<file path="src/rtl/slowmpy_arbiter.sv">
// -----------------------------------------------------------------------------
// slowmpy_arbiter
//
// Round-robin front end that shares one slow shift-add multiplier among
// NR = 2^LGNR requesters. One operand pair is accepted at a time. It is issued
// to the multiplier with a one-cycle start strobe. The controller waits for the
// multiplier to drop busy, then returns the product tagged with the index of
// the requester that supplied it.
//
// Build option:
//   SLOWMPY_ARB_SIGNED_EN - operands and product are two's complement.
//                           Magnitudes go to the unsigned multiplier and the
//                           product is negated on return when the signs differ.
//                           When undefined, everything is unsigned.
//
// Ports:
//   i_clk, i_reset       clock, synchronous active-high reset
//   i_valid[NR]          per-requester request valid
//   i_a, i_b [NR*IW]     packed operands, requester k in [k*IW +: IW]
//   o_ready[NR]          one-hot grant, handshake on i_valid[k] && o_ready[k]
//   o_busy               controller is not idle
//   o_rvalid             one-cycle result strobe
//   o_rid [LGNR]         requester index belonging to o_result
//   o_result [2*IW]      product, held until the next result
//   o_mpy_stb            start strobe to the multiplier
//   o_mpy_a, o_mpy_b     multiplier operands
//   i_mpy_busy           multiplier busy
//   i_mpy_result [2*IW]  multiplier product, valid once i_mpy_busy falls
// -----------------------------------------------------------------------------
//
// state | meaning
// ------+----------------------------------------------------------------
// IDLE  | grant the next requester in rotation once the multiplier is free
// ISSUE | pulse o_mpy_stb with the latched operands
// WAIT  | hold until the multiplier drops busy, then capture the product
// DONE  | present o_rvalid for one cycle

module slowmpy_arbiter #(
  parameter int IW   = 32,
  parameter int LGNR = 2
) (
  input  logic                        i_clk,
  input  logic                        i_reset,
  input  logic [(1<<LGNR)-1:0]        i_valid,
  input  logic [(1<<LGNR)*IW-1:0]     i_a,
  input  logic [(1<<LGNR)*IW-1:0]     i_b,
  output logic [(1<<LGNR)-1:0]        o_ready,
  output logic                        o_busy,
  output logic                        o_rvalid,
  output logic [LGNR-1:0]             o_rid,
  output logic [2*IW-1:0]             o_result,
  output logic                        o_mpy_stb,
  output logic [IW-1:0]               o_mpy_a,
  output logic [IW-1:0]               o_mpy_b,
  input  logic                        i_mpy_busy,
  input  logic [2*IW-1:0]             i_mpy_result
);

  localparam int NR = 1 << LGNR;

  typedef enum logic [1:0] {
    IDLE  = 2'd0,
    ISSUE = 2'd1,
    WAIT  = 2'd2,
    DONE  = 2'd3
  } state_t;

  state_t state, state_nxt;

  logic [LGNR-1:0] rr_ptr;
  logic [LGNR-1:0] req_id;
  logic [NR-1:0]   grant;
  logic [LGNR-1:0] grant_idx;
  logic [LGNR-1:0] cand;
  logic            found;
  logic            handshake;
  logic            capture;

  logic [IW-1:0]   a_arr [NR];
  logic [IW-1:0]   b_arr [NR];
  logic [IW-1:0]   a_sel;
  logic [IW-1:0]   b_sel;
  logic [IW-1:0]   a_mag;
  logic [IW-1:0]   b_mag;
  logic [2*IW-1:0] result_post;

  // Unpack the operand buses so the granted pair can be picked by index.
  for (genvar k = 0; k < NR; k++) begin : g_unpack
    assign a_arr[k] = i_a[k*IW +: IW];
    assign b_arr[k] = i_b[k*IW +: IW];
  end

  assign a_sel = a_arr[grant_idx];
  assign b_sel = b_arr[grant_idx];

  // First valid requester at or after rr_ptr+1, wrapping modulo NR.
  // rr_ptr resets to NR-1, so requester 0 is searched first after reset.
  always_comb begin
    grant     = '0;
    grant_idx = '0;
    found     = 1'b0;
    cand      = '0;
    for (int i = 0; i < NR; i++) begin
      cand = rr_ptr + LGNR'(i + 1);
      if (!found && i_valid[cand]) begin
        grant[cand] = 1'b1;
        grant_idx   = cand;
        found       = 1'b1;
      end
    end
  end

`ifdef SLOWMPY_ARB_SIGNED_EN
  logic sign_q;

  // Unary minus in IW bits maps -2^(IW-1) onto 2^(IW-1), which is exactly the
  // unsigned magnitude the multiplier needs.
  assign a_mag       = a_sel[IW-1] ? -a_sel : a_sel;
  assign b_mag       = b_sel[IW-1] ? -b_sel : b_sel;
  assign result_post = sign_q ? -i_mpy_result : i_mpy_result;

  always_ff @(posedge i_clk) begin
    if (i_reset) begin
      sign_q <= 1'b0;
    end else if (handshake) begin
      sign_q <= a_sel[IW-1] ^ b_sel[IW-1];
    end
  end
`else
  assign a_mag       = a_sel;
  assign b_mag       = b_sel;
  assign result_post = i_mpy_result;
`endif

  // State register
  always_ff @(posedge i_clk) begin
    if (i_reset) begin
      state <= IDLE;
    end else begin
      state <= state_nxt;
    end
  end

  // Next state and state-decoded outputs
  always_comb begin
    state_nxt = state;
    o_ready   = '0;
    o_mpy_stb = 1'b0;
    o_rvalid  = 1'b0;
    o_busy    = (state != IDLE);
    handshake = 1'b0;
    capture   = 1'b0;
    case (state)
      IDLE: begin
        // Grants are withheld while the multiplier still runs, which covers
        // an operation abandoned by a reset.
        if (!i_mpy_busy) begin
          o_ready = grant;
          if (found) begin
            handshake = 1'b1;
            state_nxt = ISSUE;
          end
        end
      end
      ISSUE: begin
        o_mpy_stb = 1'b1;
        state_nxt = WAIT;
      end
      WAIT: begin
        if (!i_mpy_busy) begin
          capture   = 1'b1;
          state_nxt = DONE;
        end
      end
      DONE: begin
        o_rvalid  = 1'b1;
        state_nxt = IDLE;
      end
      default: state_nxt = IDLE;
    endcase
  end

  // Datapath registers
  always_ff @(posedge i_clk) begin
    if (i_reset) begin
      rr_ptr   <= '1;
      req_id   <= '0;
      o_mpy_a  <= '0;
      o_mpy_b  <= '0;
      o_rid    <= '0;
      o_result <= '0;
    end else begin
      if (handshake) begin
        rr_ptr  <= grant_idx;
        req_id  <= grant_idx;
        o_mpy_a <= a_mag;
        o_mpy_b <= b_mag;
      end
      // o_rid moves together with o_result so both hold until the next result.
      if (capture) begin
        o_result <= result_post;
        o_rid    <= req_id;
      end
    end
  end

  grant_onehot: assert property (@(posedge i_clk) disable iff (i_reset) $onehot0(o_ready));

endmodule

</file>
<file path="config.mk">
export PLATFORM = sky130hd
export DESIGN_NAME = slowmpy_arbiter
export DESIGN_NICKNAME = d
export VERILOG_FILES = /design/src/rtl/slowmpy_arbiter.sv
export SDC_FILE = /design/constraint.sdc
export NUM_CORES = 1
export LEC_CHECK = 0
export ABC_AREA = 1
export CAP_MARGIN = 20
export CORE_AREA = 2 2 181 183
export DETAILED_ROUTE_END_ITERATION = 10
export DIE_AREA = 0 0 183 185
export PLACE_DENSITY = 0.57
export RECOVER_POWER = 100
export SLEW_MARGIN = 20
export SYNTH_ARGS = -nofsm -noshare
export SYNTH_HDL_FRONTEND = slang
export SYNTH_SLANG_ARGS = --single-unit
</file>
<file path="constraint.sdc">
create_clock -name i_clk -period 2.5 [get_ports i_clk]
set_input_delay 0.625 -clock i_clk [delete_from_list [all_inputs] [get_ports i_clk]]
set_output_delay 0.625 -clock i_clk [all_outputs]
set_load 0.005 [all_outputs]
</file>
# Yosys cells after proc, flatten, opt, wreduce, memory -nomap -nowiden
# Index checks and enable logic that the tools add are counted.
word_totals:
  ff_bits: 136
  output_inout_bits: 137
  elab_cells: 89
classes:
  add_sub_neg: 3
  magnitude_cmp: 9
  n_eq_ne: 6
  muxes: 47
  bitwise: 4
  reduce_logical: 13
op_table:
  columns: ["cell", "n"]
  rows:
  - ["binary-select mux 32 bit (select 2 bit)", 2]
  - ["two-way mux 32 bit", 4]
  - ["two-way mux 4 bit", 6]
  - ["two-way mux 1 bit", 19]
  - ["two-way mux 2 bit", 7]
  - ["< comparator 2 x 3 -> 1 bit, second input constant", 4]
  - ["OR 4 bit", 3]
  - ["binary-select mux 1 bit (select 2 bit)", 4]
  - ["demux 1 bit (select 2 bit)", 4]
  - [">= comparator 2 x 1 -> 1 bit, second input constant", 4]
  - ["one-hot mux 2 bit (4 select lines)", 1]
  - ["logical AND 1 bit", 7]
  - ["!= test 2 bit, second input constant", 3]
  - ["adder 2 bit, second input constant", 2]
  - ["equality test 2 bit, second input constant", 2]
  - [">= comparator 3 bit, second input constant", 1]
  - ["logical NOT 1 bit", 3]
  - ["NOT 2 -> 3 bit", 1]
  - ["AND reduction 3 bit", 1]
  - ["adder 2 x 1 -> 2 bit, second input constant", 1]
  - ["equality test 2 x 1 -> 1 bit, second input constant", 1]
  - ["logical NOT 2 bit", 1]
  - ["nonzero test 2 bit", 1]

# Logic depth before layout (Yosys ltp)
# Gate-level depths: netlist of run 1.
logic_depth:
  ltp_word: 17
  depth_mapped: 18

# Worst setup path after synthesis of run 1
# No wires, ideal clock.
synth_path:
  path_kind: "register to output"
  startpoint: "register rr_ptr[0]"
  endpoint: "output port o_ready[0]"
  arrival_ns: 1.752
  path_slack_ns: 0.123
  stages_incl_launch_ff: 14
  path_buffers: 1
  path_cell_list: "dfxtp_1 buf_4 inv_4 ha_1 inv_1 nand2_1 nand2_2 nor2_4 nand2_1 inv_1 nand3_1 o21ai_0 nand2_1 inv_1"
synth_via:
  elab_chain_len: 15
synth_lines:
  columns: ["item", "line", "source"]
  rows:
  - ["start: declaration", "70", "logic [LGNR-1:0] rr_ptr;"]
  - ["start signal: assignment", "194", "rr_ptr <= grant_idx;"]
  - ["branches (longest 12 deep; another with < comparator 2 x 3 -> 1 bit)", null, null]
  - ["two-way mux 4 bit (*)", "105", "if (!found && i_valid[cand]) begin"]
  - ["two-way mux 4 bit (*)", "157", "if (!i_mpy_busy) begin"]
  - ["two-way mux 4 bit (*)", "153", "case (state)"]
  - ["end: declaration", "47", "output logic [(1<<LGNR)-1:0] o_ready,"]
# Mark *: on every way between the ends. The select of a mux whose other input is x is not followed.

# Final worst setup path of run 1
layout_path:
  startpoint: "register rr_ptr[0]"
  endpoint: "register o_mpy_b[25]"
layout_via:
  elab_chain_len: 17
layout_lines:
  columns: ["item", "line", "source"]
  rows:
  - ["adder 2 x 1 -> 2 bit", "104", "cand = rr_ptr + LGNR'(i + 1);"]
  - ["binary-select mux 1 bit (select 2 bit)", "105", null]
  - ["two-way mux 1 bit (not written as such)", "105", null]
  - ["two-way mux 1 bit", "105", null]
  - ["logical NOT 1 bit", "105", null]
  - ["logical AND 1 bit", "105", null]
  - ["two-way mux 1 bit", "105", null]
  - ["logical NOT 1 bit", "105", null]
  - ["logical AND 1 bit", "105", null]
  - ["two-way mux 1 bit", "105", null]
  - ["logical NOT 1 bit", "105", null]
  - ["logical AND 1 bit", "105", null]
  - ["two-way mux 2 bit", "105", null]
  - ["NOT 2 -> 3 bit (not written as such)", "94", "assign b_sel = b_arr[grant_idx];"]
  - ["binary-select mux 32 bit (select 2 bit)", "94", null]
  - ["two-way mux 32 bit (not written as such) (2 in a row)", "94", null]
  - ["end signal: assignment", "197", "o_mpy_b <= b_mag;"]
  - ["end: declaration", "54", "output logic [IW-1:0] o_mpy_b,"]
# Parallel ways exist; a longest one is shown, timed or not. The select of a mux whose other input is x is not followed.
# A chain may end at the register's enable or synchronous reset.

==> results.cfg, run 1 <==
[clock_tree]
tritoncts_clock_tree = built
cts.reportedPaths.clkPinSlew_ps = 60
cts_inserted_buffers = 17
cts_hold_buffers = 0
cts_num_sinks = 136
clock_tree.htree_level_count = 4
cts-root-buf = sky130_fd_sc_hd__clkbuf_16
later_pin_clock_latency_in_the_skew_report_ps = 430
cts-root-to-sink-buffers = 2

[floorplan]
die_width_um = 183
start_util_pct = 25.3
io_pins = 464
core_area_um2 = 32000
dieHeight_um = 185
design.die.area_um2 = 33900
num_rows = 66

[detailed_routing]
routed_wire_length_per_instance_um = 17.3
detailed_route_vias_per_instance = 4.59
count_of_nets_left_with_antenna_violations_after_detail_routing = 0
drt_pre_antenna_iters = 5
wirelength_um = 40100
dr.first_iter.drc_count = 475
drc = 0
routed_via_count = 10600

[sta]
final_hold_viol_count = 0
grt_setup_unrepaired = true
max_slew.worst_pin.slew_ps = 862
setup_viol = 70
shortest_period_the_worst_path_allows_ps = 2810
timing.final.ws_setup_ps = -309
finalSetupTns_ps = -15140
timing.slew.headroom_pct = 42.5
final_max_slew_viol_count = 0
max_freq_mhz = 356
finalClockSkew_ps = 12.8
finalCritPeriodShare_pct = 112

[cells_and_area]
finish.utilization_pct = 50.1
instances_no_fill = 2316
num-fill-cells = 3123
final_layout_size_suffix_gt1_share_pct = 16.4
final_net_count = 2234
synthToLayoutAreaGrowth_pct = 97.9

[synth]
synth_cell_type_count = 27
synthesis.nets = 1716
synth.most_common_cell = sky130_fd_sc_hd__nor2_1
synth_largest_area_cell = sky130_fd_sc_hd__dfxtp_1
syn-cell-area_um2 = 8110
asyncSetResetFlopFracSynth_pct = 0
synthesis.instances = 1377
edff_count_synth = 0
synth.area.top_cells = sky130_fd_sc_hd__dfxtp_1 (34%), sky130_fd_sc_hd__nand3_1 (14%), sky130_fd_sc_hd__nor2_1 (13%), sky130_fd_sc_hd__nand2_1 (13%), sky130_fd_sc_hd__inv_1 (10%)
synthFlopType = sky130_fd_sc_hd__dfxtp_1
synth_seq_cells = 136
synthesis.area_per_instance_um2 = 5.89
synth.cells.most_frequent = sky130_fd_sc_hd__nor2_1 (289), sky130_fd_sc_hd__nand2_1 (270), sky130_fd_sc_hd__nand3_1 (233), sky130_fd_sc_hd__inv_1 (221), sky130_fd_sc_hd__dfxtp_1 (136)
seq_area_frac_synth_pct = 33.6
synth-warning-count = 0
synth_top_area_share_pct = 33.6

[setup_path]
cp_endpoint_kind = flip-flop
worst-setup-path-type = flip-flop to flip-flop
worst-r2r-setup-slack_ps = -310
critPathMaxFanout = 6
critPathArrivalTime_ps = 3130
element_type_at_the_critical_path_start = flip-flop
regToRegStartpoint = rr_ptr[0]$_SDFFE_PP1P_
timing.critical_path.required_ps = 2820
crit_path_start = rr_ptr[0]$_SDFFE_PP1P_

[global_route]
met3_usage_pct = 6.31
first_pass_grt_wire_length_um = 56500
grt_most_used_layer = met2
globalRouteMet1Util_pct = 24.6
pin_count_of_the_biggest_net_entering_global_routing = 68
first_global_vias = 10200
grt_usage_pct = 21.7
grt_antenna_before_repair = 1
use_met2_pct = 38.2
global_route.overflow_total = 0

[power_and_ir_drop]
seq_power_share_pct = 12.6
power_switching_share_pct = 46.0
fin_total_pwr_mw = 25.9
clock_network_fraction_of_design_power_pct = 10.5
power.ir.vdd_worst_uv = 737
net-switching-power_mw = 11.9
power.internal_mw = 14.0
power.share.combinational_pct = 76.9
leakage_nw = 7.91
power_density_nw_per_um2 = 1610

[outcome]
outcome = complete, but fails checks
failed_checks = setup timing

[placement]
hpwlAfterDp_um = 25600
dpl.cell_count = 2212
routabilityCongestion = 0.908
pre_cts_ws_ps = -694
portBuffers = 463

[worst_hold_path]
worst_hold_path_type = flip-flop to flip-flop
timing.hold.worst.start = req_id[0]$_SDFFE_PP0P_

[run]
timing.max_cap.violations = 0
[per-layer routing]
layer  part of all wire (%)  vias to the layer above
met3                    8.0                       68
met4                    3.0                        0
met5                      0                        -
met2                     49                      446
met1                     39                     4843
li1                       -                     5263
[path summary, 6_finish.rpt]
check,end,depth (start not counted)
setup / recovery,o_mpy_b[25]$_SDFFE_PP0P_,23
hold / removal,req_id[0]$_SDFFE_PP0P_,2
setup reg to reg,o_mpy_b[25]$_SDFFE_PP0P_,23
hold reg to reg,req_id[0]$_SDFFE_PP0P_,2
[cell usage in the layout, fill, tap and decap left out, drive strengths merged]
cell type	count
and2	1
clkbuf	34
clkinv	5
clkdlybuf4s50	321
nor2	291
clkinvlp	1
dlygate4sd2	4
inv	232
and3	24
a21oi	8
dlygate4sd3	133
bufinv	3
buf	112
or2	1
diode	1
o211ai	2
ha	12
a211oi	1
dfxtp	136
o22ai	5
nand2	274
nand3	234
o21ai	71
a21boi	1
nand4	1
[sequential cells by signal, indices dropped and copies added, names as in the netlist]
signal and count:
o_result 64, o_mpy_a 32, o_mpy_b 32, o_rid 2, req_id 2, rr_ptr 2, state 2
[metrics by stage]
step | area, um^2 | hold slack, ps
global route | 16000 | 498
detailed placement | 13500 | 454
global placement | 13500 | 453
finish | 16000 | 466
CTS | 15200 | 465
floorplan | 8110 | 442
[power groups by stage]
stage          registers (mW)  clock network, mW  logic (mW)
6_report                 3.26               2.72        19.9
3_3_place_gp             3.30                  0        13.2
5_1_grt                  3.34               2.89        21.4
3_5_place_dp             3.32                  0        13.3
4_1_cts                  3.29               2.80        17.2
2_1_floorplan            3.35                  0        7.75
[final cells by class]
| type | instances | area (um^2) | share of cell area [%] |
|---|---|---|---|
| antenna | 1 | 2.50 | 0.0156 |
| clock buffer | 17 | 425 | 2.65 |
| clock inverter | 14 | 190 | 1.19 |
| inverter | 227 | 887 | 5.53 |
| multi-input combinational | 926 | 4820 | 30.1 |
| sequential | 136 | 2730 | 17.0 |
| tap | 408 | 510 | 3.18 |
| timing repair buffer | 587 | 6480 | 40.4 |
[cell families after synthesis]
kind of cell	share of synthesized area, %
buffers and inverters	15.8
AO/OA/AOI/OAI	5.68
adder cells (fa/ha/maj)	1.85
flip-flops	33.6
AND/OR/NAND/NOR	43.1
[worst max-delay path, stage by stage, from the launching register on]
cell                      delay [ps]
sky130_fd_sc_hd__dfxtp_4         350
sky130_fd_sc_hd__inv_4            70
sky130_fd_sc_hd__buf_8           130
sky130_fd_sc_hd__nand2_4          60
sky130_fd_sc_hd__nand3_2          70
sky130_fd_sc_hd__nand2_2          70
sky130_fd_sc_hd__buf_4           150
sky130_fd_sc_hd__inv_4            50
sky130_fd_sc_hd__nor2_4           40
sky130_fd_sc_hd__buf_4           120
sky130_fd_sc_hd__buf_4           120
sky130_fd_sc_hd__buf_4           120
sky130_fd_sc_hd__buf_4           110
sky130_fd_sc_hd__buf_4           120
sky130_fd_sc_hd__buf_4           120
sky130_fd_sc_hd__buf_4           130
sky130_fd_sc_hd__nand3_2          70
sky130_fd_sc_hd__a21oi_4          70
sky130_fd_sc_hd__buf_12          140
sky130_fd_sc_hd__nor2_4          100
sky130_fd_sc_hd__buf_6           150
sky130_fd_sc_hd__buf_16          130
sky130_fd_sc_hd__and3_4          190
sky130_fd_sc_hd__nor2_4           40
[repair_timing]
| action | CTS | global route |
|---|---|---|
| buffers inserted | 49 | 5 |
| cloned | 14 | 15 |
| hold endpoints to repair | 0 | 0 |
| pin swaps | 33 | 90 |
| endpoints found under the setup margin | 4 | 74 |
| resized for setup | 96 | 144 |
Note: power is estimated with default switching activity, not from simulation.
==> run 2: changes to the inputs <==
--- a/config.mk
+++ b/config.mk
@@ -6,11 +6,13 @@
 export NUM_CORES = 1
 export LEC_CHECK = 0
 export ABC_AREA = 1
+export ABC_CLOCK_PERIOD_IN_PS = 2500
 export CAP_MARGIN = 20
-export CORE_AREA = 2 2 181 183
+export CELL_PAD_IN_SITES_DETAIL_PLACEMENT = 1
+export CELL_PAD_IN_SITES_GLOBAL_PLACEMENT = 1
+export CORE_UTILIZATION = 25
 export DETAILED_ROUTE_END_ITERATION = 10
-export DIE_AREA = 0 0 183 185
-export PLACE_DENSITY = 0.57
+export PLACE_DENSITY_LB_ADDON = 0.1
 export RECOVER_POWER = 100
 export SLEW_MARGIN = 20
 export SYNTH_ARGS = -nofsm -noshare
==> results.cfg, run 2 (same netlist as run 1, synthesis figures left out) <==
[setup_path]
worst_setup_path_endpoint = o_ready[0]
worst_path_max_delay_cell = sky130_fd_sc_hd__dfxtp_2
worst-setup-path-type = flip-flop to output port
element_type_at_the_critical_path_start = flip-flop
timing.critical_path.required_ps = 1880
cp_cell_sequence = inv_4 > ha_4 > buf_4 > nand3_1 > nand2_2 > inv_2 > nand2_2 > inv_4 > a21oi_2 > o21ai_2 > nand2_1 > inv_1 > buf_2
regToRegStartpoint = rr_ptr[0]$_SDFFE_PP1P_
worst-r2r-setup-slack_ps = -140
critical_path.reg2reg.endpoint = o_mpy_a[5]$_SDFFE_PP0P_
crit_path_start = rr_ptr[0]$_SDFFE_PP1P_
cp_endpoint_kind = output port
rr_worst_depth = 16
critical_path.max_stage_delay_ps = 350
critPathArrivalTime_ps = 2050
critPathMaxFanout = 4

[floorplan]
dieHeight_um = 182
io_pins = 464
core_area_um2 = 31700
design.die.area_um2 = 33100
num_rows = 65
die_width_um = 182
start_util_pct = 25.6

[placement]
portBuffers = 463
routabilityCongestion = 0.828
area_after_dpl_um2 = 13400
pre_cts_ws_ps = -784
hpwlAfterDp_um = 28200

[sta]
max_freq_mhz = 373
max_slew.worst_pin.slew_ps = 1370
grt_setup_unrepaired = true
finalClockSkew_ps = 12.3
final_hold_viol_count = 0
finalCritPeriodShare_pct = 107
timing.final.ws_setup_ps = -180
shortest_period_the_worst_path_allows_ps = 2680
final_max_slew_viol_count = 0
setup_viol = 58
timing.slew.headroom_pct = 8.34

[cells_and_area]
final_layout_size_suffix_gt1_share_pct = 15.5
top_register = o_result
final_net_count = 2217
num-fill-cells = 3968
mostFrequentLayoutCell = sky130_fd_sc_hd__clkdlybuf4s50_1
largest_register_ff_count = 64
synthToLayoutAreaGrowth_pct = 95.3
most-common-layout-cells = sky130_fd_sc_hd__clkdlybuf4s50_1 (322), sky130_fd_sc_hd__nor2_1 (284), sky130_fd_sc_hd__nand2_1 (233), sky130_fd_sc_hd__inv_1 (215), sky130_fd_sc_hd__nand3_1 (159)
final_cell_area_um2 = 15800
biggestRegsByFlops = o_result (64), o_mpy_a (32), o_mpy_b (32)

[clock_tree]
later_pin_clock_latency_in_the_skew_report_ps = 430
cts_inserted_buffers = 17
cts_hold_buffers = 0
clock_tree.htree_level_count = 4
tritoncts_clock_tree = built
cts.reportedPaths.clkPinSlew_ps = 60
cts_num_sinks = 136
cts-root-buf = sky130_fd_sc_hd__clkbuf_16
cts-root-to-sink-buffers = 2

[global_route]
first_global_vias = 10500
grt_antenna_before_repair = 7
global_route.overflow_total = 0
pin_count_of_the_biggest_net_entering_global_routing = 70
grt_usage_pct = 23.5
first_pass_grt_wire_length_um = 59900

[detailed_routing]
dr.first_iter.drc_count = 416
count_of_nets_left_with_antenna_violations_after_detail_routing = 0
routed_via_count = 10600
drt_pre_antenna_iters = 4
drc = 0
routed_wire_length_per_instance_um = 18.5
wirelength_um = 42500
detailed_route_vias_per_instance = 4.61

[worst_hold_path]
worst_hold_path_type = flip-flop to flip-flop

[outcome]
failed_checks = setup timing
outcome = complete, but fails checks

[power_and_ir_drop]
power_density_nw_per_um2 = 1630
leakage_nw = 7.79
power.ir.vdd_worst_uv = 951

[run]
timing.max_cap.violations = 0
==> run 2: layer usage <==
metal	global-route usage [%]	share of wire, %
met1	26.8	40
met2	41.6	50
met3	6.90	7.2
met4	8.13	2.7
met5	0	0.040
==> run 2: what timing repair did <==
item / in CTS / in global routing
endpoints found under the hold margin: 0 / 0
gates resized for setup: 70 / 173
setup buffers: 16 / 18
pin swaps: 16 / 69
endpoints found under the setup margin: 13 / 70
gates cloned: 9 / 19
==> run 2: where the power goes <==
| part | leakage (nW) | internal (mW) | switching (mW) |
|---|---|---|---|
| sequential | 1.12 | 2.90 | 0.356 |
| clock | 0.291 | 1.58 | 1.08 |
| combinational | 6.38 | 9.48 | 10.3 |
==> run 2: cell type report <==
| cell class | count | area [um^2] | share of cell area (%) |
|---|---|---|---|
| Antenna cell | 6 | 15.0 | 0.0948 |
| Inverter | 227 | 903 | 5.71 |
| Timing Repair inverter | 1 | 8.76 | 0.0553 |
| Sequential cell | 136 | 2730 | 17.2 |
| Clock buffer | 18 | 429 | 2.71 |
| Clock inverter | 14 | 173 | 1.09 |
| Timing Repair Buffer | 569 | 6320 | 39.9 |
| Multi-Input combinational cell | 926 | 4750 | 30.0 |
| Tap cell | 402 | 503 | 3.18 |
==> run 2: how the worst min path moves through the flow <==
stage	slack (ps)	end	from	cells after the start
5_1_grt	500	o_result[22]$_SDFFE_PP0P_	o_result[22]$_SDFFE_PP0P_	2
3_5_place_dp	460	req_id[0]$_SDFFE_PP0P_	req_id[0]$_SDFFE_PP0P_	2
6_report	480	o_result[49]$_SDFFE_PP0P_	o_result[49]$_SDFFE_PP0P_	2
2_1_floorplan	440	req_id[0]$_SDFFE_PP0P_	req_id[0]$_SDFFE_PP0P_	2
4_1_cts	470	req_id[0]$_SDFFE_PP0P_	req_id[0]$_SDFFE_PP0P_	2
3_3_place_gp	450	req_id[0]$_SDFFE_PP0P_	req_id[0]$_SDFFE_PP0P_	2
==> run 2: through the flow <==
stage	hold slack, ps	util, %	instances	power, mW	setup TNS [ps]
after floorplan	442	-	1377	11.1	0
after global placement	452	42.4	2206	16.5	-23230
after detailed placement	460	42.4	2206	16.7	-27430
after CTS	469	46.0	2261	22.4	-605
after global routing	499	49.9	2299	27.6	-16770
final	477	49.9	2299	25.7	-4960
==> run 2: critical path, delay by kind of cell, from the launching register on <==
kind | cells | cell delay (ps)
fa+ha+maj | 1 | 300
flops | 1 | 350
buf+inv | 6 | 420
compound gates | 2 | 210
simple gates | 4 | 350
